--- config.mk ---
export PLATFORM = sky130hd
export DESIGN_NAME = bcd_onehot_hold_decoder
export DESIGN_NICKNAME = d
export VERILOG_FILES = /design/src/rtl/bcd_pkg.sv /design/src/rtl/bcd_to_onehot.sv /design/src/rtl/bcd_onehot_hold_decoder.sv
export SDC_FILE = /design/constraint.sdc
export NUM_CORES = 1
export LEC_CHECK = 0
export CAP_MARGIN = 15
export CORE_MARGIN = 2
export CORE_UTILIZATION = 35
export CTS_CLUSTER_SIZE = 24
export DETAILED_ROUTE_END_ITERATION = 12
export SYNTH_ARGS = -nofsm -noshare
export SYNTH_HDL_FRONTEND = slang
export SYNTH_SLANG_ARGS = --single-unit
--- constraint.sdc ---
create_clock -name clk -period 1.6 [get_ports clk]
set_input_delay 0.32 -clock clk [delete_from_list [all_inputs] [get_ports clk]]
set_output_delay 0.32 -clock clk [all_outputs]
set_load 0.03 [all_outputs]
--- src/rtl/bcd_pkg.sv ---
// Shared definitions for the BCD digit display path: widths, FSM states, code legality.
// Latency: n/a (types and pure functions only).
// Backpressure: n/a.
package bcd_pkg;

  // Width of one BCD digit and number of decimal lines it drives.
  localparam int BCD_W      = 4;
  localparam int NUM_DIGITS = 10;

  // Display FSM: IDLE shows nothing, SHOW holds a digit on the one-hot lines.
  typedef enum logic {
    IDLE = 1'b0,
    SHOW = 1'b1
  } state_t;

  // Codes 10..15 have no decimal line and are treated as illegal input.
  function automatic logic is_legal_bcd(input logic [BCD_W-1:0] code);
    return code <= BCD_W'(NUM_DIGITS - 1);
  endfunction

endpackage

--- src/rtl/bcd_to_onehot.sv ---
// Combinational BCD digit to 10-line one-hot conversion; illegal codes give all zeros.
// Latency: 0 cycles (pure combinational).
// Backpressure: none, no handshake.
module bcd_to_onehot
  import bcd_pkg::*;
(
  input  logic [3:0] bcd,
  output logic [9:0] onehot
);

  logic legal;

  // Legality is checked once so an out-of-range code can never light a line.
  always_comb begin
    legal = is_legal_bcd(bcd);
  end

  // Compare against every line index rather than shifting, so codes 10..15
  // cannot alias onto a line.
  always_comb begin
    onehot = '0;
    for (int i = 0; i < NUM_DIGITS; i++) begin
      onehot[i] = legal && (bcd == BCD_W'(i));
    end
  end

endmodule

--- src/rtl/bcd_onehot_hold_decoder.sv ---
// Registered BCD-to-one-hot decoder holding each accepted digit for HOLD_CYCLES cycles.
// Latency: 1 cycle from handshake to p0; consecutive digits are shown with no gap.
// Backpressure: one pending slot; in_ready = !pend_vld, illegal codes are consumed and flagged on err.
module bcd_onehot_hold_decoder
  import bcd_pkg::*;
#(
  parameter int HOLD_CYCLES = 4
) (
  input  logic       clk,
  input  logic       rst_n,
  input  logic       clr,
  input  logic [3:0] bcd_in,
  input  logic       in_valid,
  output logic       in_ready,
  output logic [9:0] p0,
  output logic       CHK,
  output logic       err
);

  // Counter counts down from HOLD_CYCLES-1; zero marks the last display cycle.
  localparam int             CNT_W    = $clog2(HOLD_CYCLES + 1);
  localparam logic [CNT_W-1:0] CNT_LOAD = CNT_W'(HOLD_CYCLES - 1);

  state_t           state;
  logic [CNT_W-1:0] hold_cnt;
  logic [3:0]       pend_dat;
  logic             pend_vld;

  logic             in_fire;
  logic             in_legal;
  logic             take_digit;
  logic             bad_digit;
  logic             expiry;
  logic [9:0]       in_onehot;
  logic [9:0]       pend_onehot;

  // Upstream may hand over a digit whenever the pending slot is free.
  assign in_ready = !pend_vld;

  // Handshake qualification, split by code legality.
  always_comb begin
    in_fire    = in_valid && in_ready;
    in_legal   = is_legal_bcd(bcd_in);
    take_digit = in_fire && in_legal;
    bad_digit  = in_fire && !in_legal;
    expiry     = (state == SHOW) && (hold_cnt == '0);
  end

  // Decoder for a digit arriving on the input (idle load and expiry bypass).
  bcd_to_onehot u_in_dec (
    .bcd    (bcd_in),
    .onehot (in_onehot)
  );

  // Decoder for the buffered digit drained at expiry.
  bcd_to_onehot u_pend_dec (
    .bcd    (pend_dat),
    .onehot (pend_onehot)
  );

  // Illegal-code pulse; raised even when clr discards the handshake.
  always_ff @(posedge clk or negedge rst_n) begin
    if (!rst_n) begin
      err <= 1'b0;
    end else begin
      err <= bad_digit;
    end
  end

  // Display FSM with registered one-hot, CHK, hold counter and pending slot.
  always_ff @(posedge clk or negedge rst_n) begin
    if (!rst_n) begin
      state    <= IDLE;
      hold_cnt <= '0;
      pend_dat <= '0;
      pend_vld <= 1'b0;
      p0       <= '0;
      CHK      <= 1'b0;
    end else if (clr) begin
      // Clear beats every load; any digit offered this cycle is dropped.
      state    <= IDLE;
      hold_cnt <= '0;
      pend_vld <= 1'b0;
      p0       <= '0;
      CHK      <= 1'b0;
    end else begin
      case (state)
        IDLE: begin
          if (take_digit) begin
            p0       <= in_onehot;
            CHK      <= 1'b1;
            hold_cnt <= CNT_LOAD;
            state    <= SHOW;
          end
        end

        SHOW: begin
          if (!expiry) begin
            hold_cnt <= hold_cnt - CNT_W'(1);
            // Park the next digit; in_ready falls on the following cycle.
            if (take_digit) begin
              pend_dat <= bcd_in;
              pend_vld <= 1'b1;
            end
          end else if (pend_vld) begin
            // Drain the buffered digit; input cannot fire here since in_ready is low.
            p0       <= pend_onehot;
            hold_cnt <= CNT_LOAD;
            pend_vld <= 1'b0;
          end else if (take_digit) begin
            // Slot empty at expiry: bypass straight to the display, never via pend.
            p0       <= in_onehot;
            hold_cnt <= CNT_LOAD;
          end else begin
            p0    <= '0;
            CHK   <= 1'b0;
            state <= IDLE;
          end
        end

        default: begin
          state <= IDLE;
          p0    <= '0;
          CHK   <= 1'b0;
        end
      endcase
    end
  end

endmodule

==> metrics <==
run status=finished clean; total grt overflow=0; worst path required time=between 1.5 and 2 ns; Max rail drop VDD=approximately 0.42 mV; Worst R2R Path Depth=5; antenna diode count=0; RR Endpoint=pend_dat[0]$_DFFE_PN0P_; Syn Nets=120; initial antenna violation count=0; TritonCTS clock tree=built; total die area=~0.0038 sq mm; Startpoint Class=flip-flop; Slew Limit Fails=0; slowest cell on the critical path=or3_4; Synth Instances=110; sequential cell area fraction in the yosys report=0.4492; Max Cap Viol=0; starting density of the core=0.3740; cell accounting for the most synthesized area=dfrtp_1; hold buffers post-CTS=0; Critical Path End Type=flip-flop; DP HPWL=2240 um; drt via density=5.220; average instance area after synthesis=10.64 sq um; worst-skew pair later-pin latency=0.31 ns; routed len/inst=between 10 and 15 um; Worst Max-Slew Pin Slew=about 0.43 ns; crit-path cells=inv_2 -> ha_4 -> nor2b_4 -> or3_4 -> mux2_4; Final #Nets=approximately 170; DRT iter0 DRCs=34; # rows=20; All-Layer GR Usage=0.1756; FMAX=around 630 MHz; die height=61.82 um; crit-path max FO=4; setup ws final=approximately 0.023 ns; ranking of synthesized cells by area=dfrtp_1 45%, mux2_4 5.1%, a32oi_1 4.5%; r2r setup slk=between 0.02 and 0.025 ns; drt drc=0; post-route ant nets=0; YS warnings=0; Reg clk slew, reported paths=approximately 0.12 ns; Setup Viol. Count Final=0; TritonRoute pass-1 iters=4; clock buffer depth=2; P_leak=about 0.00080 uW; critical path arrival=1.79 ns; final hold violation count=0; kind of critical path=flip-flop to flip-flop; CTS Buf Count=3; Reg-to-Reg Start=hold_cnt[0]$_DFF_PN0_; RSZ-0062 raised after global routing=yes; I/O Buffers=20; Primary FF master, synth=dfrtp_1; most common cell in the netlist=dfrtp_1; ys async rst share=1.000; number of library cell types mapped by synthesis=42; worst hold path class=input port to asynchronous set/reset pin; post-synthesis register bit count=21; die span in x=approximately 60 um; Setup Total Neg Slack=0 ns; pin count of the biggest net entering global routing=22; fin crit share=0.9856; vias in the first global route=between 1,000 and 1,500; Ports=21; share of cells above drive strength 1=0.3782; area fraction of the dominant cell type after synthesis=0.4492; Core Region=0.003128 sq mm; Cell Area, Synth=approximately 0.0012 sq mm; Num Clock Sinks=21; pwr dens=about 760 mW/mm^2; WL final=between 2000 and 3000 um; Layout area overhead=43.32%; Clock Root Buffer=clkbuf_4; H-tree depth=1; Max-slew headroom=0.7128; first-pass GRT wire length=4974 um; top cells by count, synth=21 x dfrtp_1, 10 x nor2_1, 6 x a21oi_1, 6 x a32oi_1, 6 x o2bb2ai_1; FILL cells=~280; CP max stage delay=roughly 0.42 ns; final core utilization=0.5360; Tmin final=roughly 1.6 ns; GPL Wtd Cong=around 0.85; Post-Place Setup Slack=-0.2994 ns; Worst Skew=0.003392 ns; EDFF count, synth=0; via count=1,044
stage by stage:
step                hold WS, ns  std cells  power, uW  cell area (sq um)
floorplan               0.02441        110      819.1               1179
global placement         0.4610        195      970.9               1589
detailed placement       0.4689        195      980.5               1589
CTS                      0.3315        199       1246               1624
global route             0.3620        200       1336               1677
finish                   0.3240        200       1268               1677
metal layers:
metal  GRT usage  vias up  part of all wire
li1            -      508                 -
met1      0.2342      513              0.49
met2      0.2887       21              0.46
met3     0.04348        2             0.039
met4     0.03951        0            0.0062
met5           0        -                 0
where the power goes:
part	total, uW	switching, uW	internal [uW]
combinational	363	172	191
clock	269	173	95.5
sequential	636	57.8	578
how the worst max path moves through the flow:
stage	to	start	cells past startpoint
6_report	pend_dat[0]$_DFFE_PN0P_	hold_cnt[0]$_DFF_PN0_	5
3_3_place_gp	pend_dat[2]$_DFFE_PN0P_	in_valid	5
3_5_place_dp	pend_dat[3]$_DFFE_PN0P_	bcd_in[2]	5
4_1_cts	pend_dat[3]$_DFFE_PN0P_	hold_cnt[0]$_DFF_PN0_	5
2_1_floorplan	pend_dat[0]$_DFFE_PN0P_	hold_cnt[0]$_DFF_PN0_	5
5_1_grt	p0[6]$_DFFE_PN0P_	hold_cnt[0]$_DFF_PN0_	7
repair_timing:
item / CTS / global route
setup buffers: 0 / 1
gates resized for setup: 16 / 15
pin swaps: 1 / 5
setup endpoints to repair: 23 / 17
cell usage in the layout (no fill, tap or decap), types with 2 or more instances in the layout:
| cell | synthesis | final |
|---|---|---|
| dfrtp_1 | 21 | 20 |
| buf_4 | 0 | 26 |
| a22oi_2 | 0 | 2 |
| a32oi_1 | 6 | 4 |
| nand2b_1 | 3 | 3 |
| clkbuf_4 | 0 | 3 |
| inv_2 | 0 | 3 |
| and2_1 | 3 | 3 |
| nor2b_1 | 5 | 4 |
| mux2_4 | 4 | 6 |
| a211oi_1 | 2 | 2 |
| nand2_1 | 4 | 4 |
| nor2_1 | 10 | 10 |
| o31ai_1 | 2 | 2 |
| clkdlybuf4s50_1 | 0 | 7 |
| o2bb2ai_1 | 6 | 6 |
| nor3_1 | 3 | 3 |
| nor2b_4 | 1 | 2 |
| a32oi_2 | 0 | 2 |
| and3b_2 | 1 | 2 |
| a21oi_1 | 6 | 5 |
| dlygate4sd2_1 | 0 | 12 |
critical path, delay by kind of cell (launching register included):
kind,cells,cell delay (ns)
AND/OR/NAND/NOR,2,0.56
flip-flops,1,0.39
multiplexers,1,0.31
adder cells (fa/ha/maj),1,0.16
buffers and inverters,1,0.06
state kept, by name, summed over array words and instances (netlist names):
signal / cells
pend_vld: 1
err: 1
CHK: 1
hold_cnt: 3
pend_dat: 4
state: 1
p0: 10
area by class of cell:
class | count | area, sq um | area share
Timing Repair Buffer | 46 | 381.6 | 0.2276
Clock buffer | 3 | 22.52 | 0.01343
Inverter | 3 | 11.26 | 0.006716
Sequential cell | 21 | 526.8 | 0.3142
Clock inverter | 1 | 7.507 | 0.004478
Multi-Input combinational cell | 82 | 671.9 | 0.4007
Tap cell | 44 | 55.05 | 0.03284
cell families (layout without fill, tap and decap cells):
kind of cell,count (synthesis),count (layout),synth area share
AOI/OAI and AO/OA,33,33,0.2139
adders and majority gates,2,2,0.02139
buffers and inverters,7,53,0.02994
DFF,21,21,0.4492
muxes,6,6,0.07059
and+or+nand+nor,41,41,0.2150
No activity file was read; power rests on OpenSTA's default activity.
